`config.mk`:
```
export PLATFORM = sky130hd
export DESIGN_NAME = fcvtws_arbiter
export DESIGN_NICKNAME = d
export VERILOG_FILES = /design/src/rtl/fpu_pkg.sv /design/src/rtl/fcvtws.sv /design/src/rtl/fcvtws_arbiter.sv
export SDC_FILE = /design/constraint.sdc
export NUM_CORES = 1
export LEC_CHECK = 0
export CAP_MARGIN = 15
export CORE_MARGIN = 2
export CORE_UTILIZATION = 30
export CTS_BUF_LIST = sky130_fd_sc_hd__clkbuf_8
export DETAILED_ROUTE_END_ITERATION = 7
export HOLD_SLACK_MARGIN = 0.12
export PLACE_DENSITY_LB_ADDON = 0.05
export SYNTH_ARGS = -nofsm -noshare
export SYNTH_HDL_FRONTEND = slang
export SYNTH_HIERARCHICAL = 1
export SYNTH_SLANG_ARGS = --single-unit
```
`constraint.sdc`:
```
create_clock -name clk -period 6.49 [get_ports clk]
set_input_delay 0.9735 -clock clk [delete_from_list [all_inputs] [get_ports clk]]
set_output_delay 0.9735 -clock clk [all_outputs]
set_load 0.01 [all_outputs]
```
`src/rtl/fpu_pkg.sv`:
```
// Shared types and widths for the fcvtws arbiter slice.
package fpu_pkg;

  localparam int unsigned FP32_W = 32;

  typedef enum logic [1:0] {
    IDLE,
    CONV,
    HOLD
  } cvt_state_t;

endpackage

```
`src/rtl/fcvtws.sv`:
```
// fcvtws: fp32 -> signed int32, round to nearest with ties away from zero.
// Ports:
//   x_i      fp32 operand
//   y_c_o    signed int32 result (combinational)
//   exc_c_o  set for |x| >= 2^31, infinities and NaNs (combinational)
module fcvtws
  import fpu_pkg::*;
(
  input  logic [FP32_W-1:0] x_i,
  output logic [FP32_W-1:0] y_c_o,
  output logic              exc_c_o
);

  logic        sign;
  logic [7:0]  expo;
  logic [23:0] mant;
  logic [4:0]  sh;
  logic [32:0] twice;
  logic [31:0] mag;

  assign sign = x_i[31];
  assign expo = x_i[30:23];
  assign mant = {1'b1, x_i[22:0]};

  // Shift so bit 0 of twice is the first fraction bit (the half bit).
  always_comb begin
    y_c_o   = '0;
    exc_c_o = 1'b0;
    sh      = '0;
    twice   = '0;
    mag     = '0;
    if (expo >= 8'd158) begin
      exc_c_o = 1'b1;
      if (expo == 8'hFF && x_i[22:0] != 23'd0) begin
        y_c_o = 32'h7FFF_FFFF;
      end else begin
        y_c_o = sign ? 32'h8000_0000 : 32'h7FFF_FFFF;
      end
    end else if (expo >= 8'd126) begin
      sh    = 5'(expo - 8'd126);
      twice = 33'(({32'd0, mant} << sh) >> 23);
      mag   = twice[32:1] + 32'(twice[0]);
      y_c_o = sign ? (~mag + 32'd1) : mag;
    end
  end

endmodule

```
`src/rtl/fcvtws_arbiter.sv`:
```
// Round-robin arbiter sharing one fcvtws between requester 0 (int pipe) and
// requester 1 (FPU issue). One op in flight; result returned to its issuer.
// Ports:
//   clk, rstn                    clock, synchronous active-low reset
//   reqN_valid/ready/x/tag       request channel per requester (ready is combinational)
//   respN_valid/ready/y/exc/tag  response channel per requester
//   exc_count                    saturating count of delivered exception responses
module fcvtws_arbiter
  import fpu_pkg::*;
#(
  parameter int unsigned TAG_W = 5,
  parameter int unsigned CNT_W = 16
) (
  input  logic              clk,
  input  logic              rstn,
  input  logic              req0_valid,
  output logic              req0_ready,
  input  logic [FP32_W-1:0] req0_x,
  input  logic [TAG_W-1:0]  req0_tag,
  input  logic              req1_valid,
  output logic              req1_ready,
  input  logic [FP32_W-1:0] req1_x,
  input  logic [TAG_W-1:0]  req1_tag,
  output logic              resp0_valid,
  input  logic              resp0_ready,
  output logic [FP32_W-1:0] resp0_y,
  output logic              resp0_exc,
  output logic [TAG_W-1:0]  resp0_tag,
  output logic              resp1_valid,
  input  logic              resp1_ready,
  output logic [FP32_W-1:0] resp1_y,
  output logic              resp1_exc,
  output logic [TAG_W-1:0]  resp1_tag,
  output logic [CNT_W-1:0]  exc_count
);

  cvt_state_t        state_q, state_d;
  logic              rr_ptr_q, rr_ptr_d;
  logic              op_owner_q;
  logic [FP32_W-1:0] op_x_q;
  logic [TAG_W-1:0]  op_tag_q;
  logic              res_owner_q;
  logic [FP32_W-1:0] res_y_q;
  logic              res_exc_q;
  logic [TAG_W-1:0]  res_tag_q;
  logic [CNT_W-1:0]  exc_count_q;

  logic              hold_done;
  logic              grant;
  logic              winner;
  logic [FP32_W-1:0] cvt_y;
  logic              cvt_exc;

  fcvtws u_fcvtws (
    .x_i     (op_x_q),
    .y_c_o   (cvt_y),
    .exc_c_o (cvt_exc)
  );

  // Grant and next-state: a new op may be granted in IDLE or as the held
  // response is consumed, so back-to-back ops see no idle bubble.
  always_comb begin
    state_d    = state_q;
    rr_ptr_d   = rr_ptr_q;
    req0_ready = 1'b0;
    req1_ready = 1'b0;
    hold_done  = (state_q == HOLD) && (res_owner_q ? resp1_ready : resp0_ready);
    winner     = (req0_valid && req1_valid) ? rr_ptr_q : req1_valid;
    grant      = ((state_q == IDLE) || hold_done) && (req0_valid || req1_valid);
    if (grant) begin
      req0_ready = ~winner;
      req1_ready = winner;
      rr_ptr_d   = ~winner;
    end
    case (state_q)
      IDLE:    if (grant) state_d = CONV;
      CONV:    state_d = HOLD;
      HOLD:    if (hold_done) state_d = grant ? CONV : IDLE;
      default: state_d = IDLE;
    endcase
  end

  // State, op register (loaded on grant), result register (loaded in CONV).
  always_ff @(posedge clk) begin
    if (!rstn) begin
      state_q     <= IDLE;
      rr_ptr_q    <= 1'b0;
      op_owner_q  <= 1'b0;
      op_x_q      <= '0;
      op_tag_q    <= '0;
      res_owner_q <= 1'b0;
      res_y_q     <= '0;
      res_exc_q   <= 1'b0;
      res_tag_q   <= '0;
      exc_count_q <= '0;
    end else begin
      state_q  <= state_d;
      rr_ptr_q <= rr_ptr_d;
      if (grant) begin
        op_owner_q <= winner;
        op_x_q     <= winner ? req1_x : req0_x;
        op_tag_q   <= winner ? req1_tag : req0_tag;
      end
      if (state_q == CONV) begin
        res_owner_q <= op_owner_q;
        res_y_q     <= cvt_y;
        res_exc_q   <= cvt_exc;
        res_tag_q   <= op_tag_q;
      end
      if (hold_done && res_exc_q && (exc_count_q != '1)) begin
        exc_count_q <= exc_count_q + CNT_W'(1);
      end
    end
  end

  assign resp0_valid = (state_q == HOLD) && !res_owner_q;
  assign resp1_valid = (state_q == HOLD) && res_owner_q;
  assign resp0_y     = res_y_q;
  assign resp1_y     = res_y_q;
  assign resp0_exc   = res_exc_q;
  assign resp1_exc   = res_exc_q;
  assign resp0_tag   = res_tag_q;
  assign resp1_tag   = res_tag_q;
  assign exc_count   = exc_count_q;

endmodule
```
Word level (Yosys, flattened, before mapping)
Index checks and enable logic that the tools add are counted.
{"block": "totals", "register_bits": 96, "inputBits": 80, "out_inout_bits": 96}
{"block": "classes", "n_addsub": 4, "n_lt_le_gt_ge": 2, "n_eq_ne": 6, "shift": 1, "mux": 16, "bitwise_logic": 2, "n_reduce_logical": 14}
{"op": "$mux 32", "count": 6}
{"op": "$shl 24x5->56", "count": 1}
{"op": "$add 32x1->32", "count": 1}
{"op": "$add 32x1->32 const B", "count": 1}
{"op": "$not 32->32", "count": 1}
{"op": "$reduce_bool 23->1", "count": 1}
{"op": "$add 16x1->16 const B", "count": 1}
{"op": "$ne 16x16->1 const B", "count": 1}
{"op": "$eq 8x8->1 const B", "count": 1}
{"op": "$ge 8x7->1 const B", "count": 1}
{"op": "$ge 8x8->1 const B", "count": 1}
{"op": "$logic_and 1x1->1", "count": 8}
{"op": "$mux 1", "count": 6}
{"op": "$pmux 2 s3", "count": 1}
{"op": "$mux 5", "count": 1}
{"op": "$sub 5x5->5 const B", "count": 1}
{"op": "$mux 2", "count": 2}
{"op": "$ne 2x2->1 const B", "count": 2}
{"op": "$eq 2x1->1 const B", "count": 1}
{"op": "$eq 2x2->1 const B", "count": 1}
{"op": "$logic_not 2->1", "count": 1}
{"op": "$logic_or 1x1->1", "count": 2}
{"op": "$reduce_and 2->1", "count": 1}
{"op": "$logic_not 1->1", "count": 1}
{"op": "$not 1->1", "count": 1}

Logic depth before layout (Yosys ltp)
{"block": "depth", "word_depth": 8, "mapped_depth": 23}

Modules after synthesis
The synthesis kept the hierarchy.
{"module": "fcvtws", "n_inst": 1, "cells_each": 651, "area_per_inst_um2": 4644.5, "seq_area_each_um2": 0.0}
{"module": "fcvtws_arbiter", "n_inst": 1, "cells_each": 472, "area_per_inst_um2": 4139.0, "seq_area_each_um2": 1921.8}

Worst setup path after synthesis
Ideal clock, no wire load.
{"block": "synth_path", "path_type": "flip-flop to flip-flop", "from": "reg op_x_q[24]", "to": "reg res_y_q[21], in the netlist resp0_y[21]", "setup_ps": 70, "arrival_time_ps": 4779, "required_ps": 6420, "path_slack_ps": 1641, "path_stages_with_launch": 20, "synth_period_minus_slack_ps": 4849, "path_cell_list": "dfxtp_1 ha_1 buf_2 buf_4 mux2i_1 mux4_2 mux2_2 o21ai_0 ha_1 ha_1 and2_1 a32oi_2 nor4_2 a21oi_1 nand4b_4 o41a_1 or4_1 o211ai_1 nand2_1 a21oi_1"}
{"block": "synth_between", "elab_chain_len": 8}
{"item": "start, declared", "line": "fcvtws_arbiter.sv:40", "text": "logic [FP32_W-1:0] op_x_q;"}
{"item": "start signal, assigned", "line": "fcvtws_arbiter.sv:101", "text": "op_x_q <= winner ? req1_x : req0_x;"}
{"item": "$sub 5x5->5", "line": "fcvtws.sv:40", "text": "sh = 5'(expo - 8'd126);"}
{"item": "$shl 24x5->56", "line": "fcvtws.sv:41", "text": "twice = 33'(({32'd0, mant} << sh) >> 23);"}
{"item": "$add 32x1->32", "line": "fcvtws.sv:42", "text": "mag = twice[32:1] + 32'(twice[0]);"}
{"item": "$not 32->32", "line": "fcvtws.sv:43", "text": "y_c_o = sign ? (~mag + 32'd1) : mag;"}
{"item": "$add 32x1->32", "line": "fcvtws.sv:43"}
{"item": "$mux 32", "line": "fcvtws.sv:43"}
{"item": "$mux 32", "line": "fcvtws.sv:39", "text": "end else if (expo >= 8'd126) begin"}
{"item": "$mux 32 (*)", "line": "fcvtws.sv:32", "text": "if (expo >= 8'd158) begin"}
{"item": "net cvt_y[21]", "line": "fcvtws_arbiter.sv:51", "text": "logic [FP32_W-1:0] cvt_y;"}
{"item": "end signal, assigned", "line": "fcvtws_arbiter.sv:106", "text": "res_y_q <= cvt_y;"}
{"item": "end, declared", "line": "fcvtws_arbiter.sv:43", "text": "logic [FP32_W-1:0] res_y_q;"}
Mark *: on every way through the listed nets, which the timed path passes. The rest lies on a longest branch.
A chain may end at the register's enable or synchronous reset.

Worst setup path in the final report
{"block": "layout_path", "from": "reg op_x_q[25]", "to": "reg res_y_q[21], in the netlist resp0_y[21]"}
Same word-level chain as after synthesis.

==> results_dict.tcl <==
set metrics [dict create \
    run_status "completed" \
    ff2ff_setup_slack_ns 0.69 \
    core_area_um2 28780 \
    totalNegativeSetupSlack_ns 0 \
    fin_skew_ns 0.03297 \
    gr-total-overflow 0 \
    critPathArrivalTime_ns 6.12 \
    grt_total_usage_pct 20.70 \
    most_common_library_cell_in_the_layout_ignoring_fill_and_taps "sky130_fd_sc_hd__clkdlybuf4s50_1" \
    dp.final_hpwl_um 24020 \
    die_w_um 175.1 \
    area_overhead_of_the_layout_relative_to_synthesis_pct 22.68 \
    cap_viol_max_count 0 \
    remaining_drc_errors 0 \
    drt-wirelength-per-cell_um 20.10 \
    crit_chain "ha_2, mux2i_1, mux4_2, mux2_2, o21ai_0, ha_1, o31ai_1, a2111oi_2, nand2_1, nor3_1, a21oi_2, o41a_1, or4_1, o211ai_1, nand2_1, a21oi_1" \
    critPathKind "flip-flop to flip-flop" \
    pin_count 176 \
    layout.cells.most_common_list "sky130_fd_sc_hd__clkdlybuf4s50_1 (175), sky130_fd_sc_hd__nand2_1 (143), sky130_fd_sc_hd__dfxtp_1 (94)" \
    grt_pass1_vias 8906 \
    timing.hold.worst.class "flip-flop to flip-flop" \
    dp.cells 1588 \
    synth_async_sr_flop_share_pct 0 \
    cts.reportedPaths.clkPinSlew_ns 0.13 \
    routed_via_density 5.810 \
    cpMostUsedCell "sky130_fd_sc_hd__nand2_1" \
    final.min_clock_period_ns 5.804 \
    final-instance-count-excl-fill 1604 \
    drt.antenna.violating_nets 0 \
    grt_antenna_before_repair 0 \
    fp.dieArea_um2 30660 \
    cts.repair_timing.setup_buffer_count 0 \
    yosys_reg_bits 96 \
    max_slew.worst_pin.slew_ns 1.006 \
    dr_iter_0_viols 795 \
    vdd_ir_drop_max_mv 0.1349 \
    p_per_area_nw_per_um2 182.5 \
    num-fill-cells 3033 \
    critical-path-top-delay-family "compound AO/OA/AOI/OAI gates" \
    setup.worst_path.end_class "flip-flop" \
    layout-drive-gt1-share_pct 10.57 \
    cts.repair.resized 0 \
    drt-pass1-iter-count 7 \
    multi_input_comb_area_um2 6143 \
    power.static_leakage_uw 0.003467 \
    final_design_area_no_fill_um2 10780 \
    rel_slew_slack_pct 31.85 \
    critical_path_peak_fanout 25 \
    critical-path-slowest-cell "sky130_fd_sc_hd__ha_2" \
    cp-start-kind "flip-flop" \
    share_of_synthesized_area_occupied_by_flip_flops_and_latches_pct 21.88 \
    setup_repair_after_global_routing_missed_its_margin "false" \
    cts-hold-fix-buffers 0 \
    maxSlewViolCount 0 \
    post_synth_instance_area_um2 8783 \
    tritoncts_clock_tree "done" \
    antenna-diode-count 0 \
    dominantRegCellSynth "sky130_fd_sc_hd__dfxtp_1" \
    worstSkewPairLatency_ns 0.40 \
    placement_cell_area_um2 10570 \
    count_of_input_and_output_buffers 175 \
    postSynthNetCount 1208 \
    cts_buffers 9 \
    initial_core_util_pct 30.52 \
    hold_viol 0 \
    postSynthAreaPerCell_um2 7.821 \
    synth.yosys.warnings 6 \
    core.rowCount 62 \
    gp_routability_congestion 0.9285 \
    syn-instance-count 1123 \
    cp.required_ns 6.81 \
    dieHeight_um 175.1 \
    path_buf_inv 0 \
    clkSinkCount 96 \
    timing.critical_path.slowest_cell_delay_ns 0.76 \
    register_area_um2 1924 \
    grt_pass1_wl_um 50530 \
    cts-htree-levels 3 \
    clock.fmax_mhz 172.3 \
    synth.lib_cells_used.distinct 92 \
    route.vias.total 9320 \
    ctsLongestPathBuffers 2 \
    finish.net_count 1300 \
    totalWireLength_um 32240 \
    setup_viol_count_final 0 \
    root_driver "sky130_fd_sc_hd__clkbuf_8" \
    synth-edff-count 0 \
    largest_net_degree_at_the_start_of_global_routing 67 \
    min_period_over_period_pct 89.43 \
]
-- registers in the layout, summed over array words and instances, names as in the netlist --
signal / count
op_x_q: 32
resp0_y: 32
exc_count: 16
op_tag_q: 5
resp0_tag: 5
state_q: 2
op_owner_q: 1
res_owner_q: 1
resp0_exc: 1
rr_ptr_q: 1
-- metal layers --
| metal | vias to the layer above | GRT usage (%) | share of wire, % |
|---|---|---|---|
| met3 | 52 | 3.416 | 5.4 |
| met5 | - | 0 | 0 |
| li1 | 4443 | - | - |
| met2 | 361 | 32.64 | 46 |
| met4 | 0 | 7.569 | 3.1 |
| met1 | 4464 | 28.35 | 46 |
-- cells by family after synthesis --
group                      share of synthesized area (%)
DFF                                                21.88
muxes                                              11.17
xor gates and xnor gates                           4.046
and+or+nand+nor                                    24.99
buffers and inverters                              8.362
adders and majority gates                         0.7123
AOI/OAI and AO/OA                                  28.85
-- synthesized netlist by cell type, types with 9 or more instances --
| cell | number | area [µm²] |
|---|---|---|
| sky130_fd_sc_hd__nand4_1 | 26 | 162.7 |
| sky130_fd_sc_hd__o2bb2ai_1 | 39 | 341.6 |
| sky130_fd_sc_hd__mux2i_1 | 35 | 350.3 |
| sky130_fd_sc_hd__nor4_1 | 20 | 125.1 |
| sky130_fd_sc_hd__buf_1 | 12 | 45.04 |
| sky130_fd_sc_hd__o31ai_1 | 14 | 105.1 |
| sky130_fd_sc_hd__a211oi_1 | 13 | 97.59 |
| sky130_fd_sc_hd__nand2_1 | 143 | 536.8 |
| sky130_fd_sc_hd__or4_1 | 10 | 75.07 |
| sky130_fd_sc_hd__nor3_1 | 34 | 170.2 |
| sky130_fd_sc_hd__o21ai_0 | 39 | 195.2 |
| sky130_fd_sc_hd__nand2b_1 | 12 | 75.07 |
| sky130_fd_sc_hd__nor2b_1 | 14 | 87.58 |
| sky130_fd_sc_hd__buf_4 | 51 | 382.9 |
| sky130_fd_sc_hd__mux4_2 | 18 | 405.4 |
| sky130_fd_sc_hd__a22oi_1 | 46 | 345.3 |
| sky130_fd_sc_hd__dfxtp_1 | 96 | 1922 |
| sky130_fd_sc_hd__clkbuf_1 | 44 | 165.2 |
| sky130_fd_sc_hd__xnor2_1 | 30 | 262.8 |
| sky130_fd_sc_hd__nand3_1 | 41 | 205.2 |
| sky130_fd_sc_hd__nor2_1 | 63 | 236.5 |
| sky130_fd_sc_hd__buf_2 | 17 | 85.08 |
| sky130_fd_sc_hd__and3_1 | 15 | 93.84 |
| sky130_fd_sc_hd__a21oi_1 | 71 | 355.3 |
| sky130_fd_sc_hd__mux2_2 | 20 | 225.2 |
| sky130_fd_sc_hd__and2_1 | 12 | 75.07 |
| sky130_fd_sc_hd__a31oi_1 | 14 | 87.58 |
| sky130_fd_sc_hd__inv_1 | 9 | 33.78 |
-- where the power goes --
part           total [µW]  switching [µW]  leakage (µW)  internal (µW)
clock network         431             249     0.0000996            183
registers             675            55.8      0.000782            620
logic                 860             511       0.00259            349
-- per-stage QoR --
step                hold slack, ns  util, %  total power (µW)  setup WS (ns)
global placement            0.4466    36.74              1543         0.8480
floorplan                   0.4296        -              1257          1.641
finish                      0.4615    37.44              1967         0.6861
detailed placement          0.4505    36.74              1537         0.7591
global route                0.4837    37.44              2086         0.1935
CTS                         0.4691    37.44              1983         0.7111
-- path summary, 6_finish.rpt --
check                                              start                         to  cells past startpoint
worst max-delay path             op_x_q[25]$_SDFFE_PN0P_   resp0_y[21]$_SDFFE_PN0N_                     16
worst min-delay path            op_tag_q[1]$_SDFFE_PN0P_  resp0_tag[1]$_SDFFE_PN0N_                      2
worst max register to register   op_x_q[25]$_SDFFE_PN0P_   resp0_y[21]$_SDFFE_PN0N_                     16
worst min register to register  op_tag_q[1]$_SDFFE_PN0P_  resp0_tag[1]$_SDFFE_PN0N_                      2
-- area by class of cell --
class	instances	area share (%)
clock inverters	7	0.7199
inverters	9	0.3135
flip-flops and latches	96	17.86
repair buffers	207	18.49
clock buffers	9	1.150
well taps	384	4.459
multi-input cells	892	57.01
-- worst register-to-register path, delay by kind of cell (launching register included) --
kind / cells / cell delay [ns]
AND/OR/NAND/NOR: 4 / 1.41
AO/OA/AOI/OAI: 7 / 1.88
multiplexers: 3 / 1.14
adder cells (fa/ha/maj): 2 / 0.97
flip-flops: 1 / 0.35
Power figures use the tool's default switching activity.
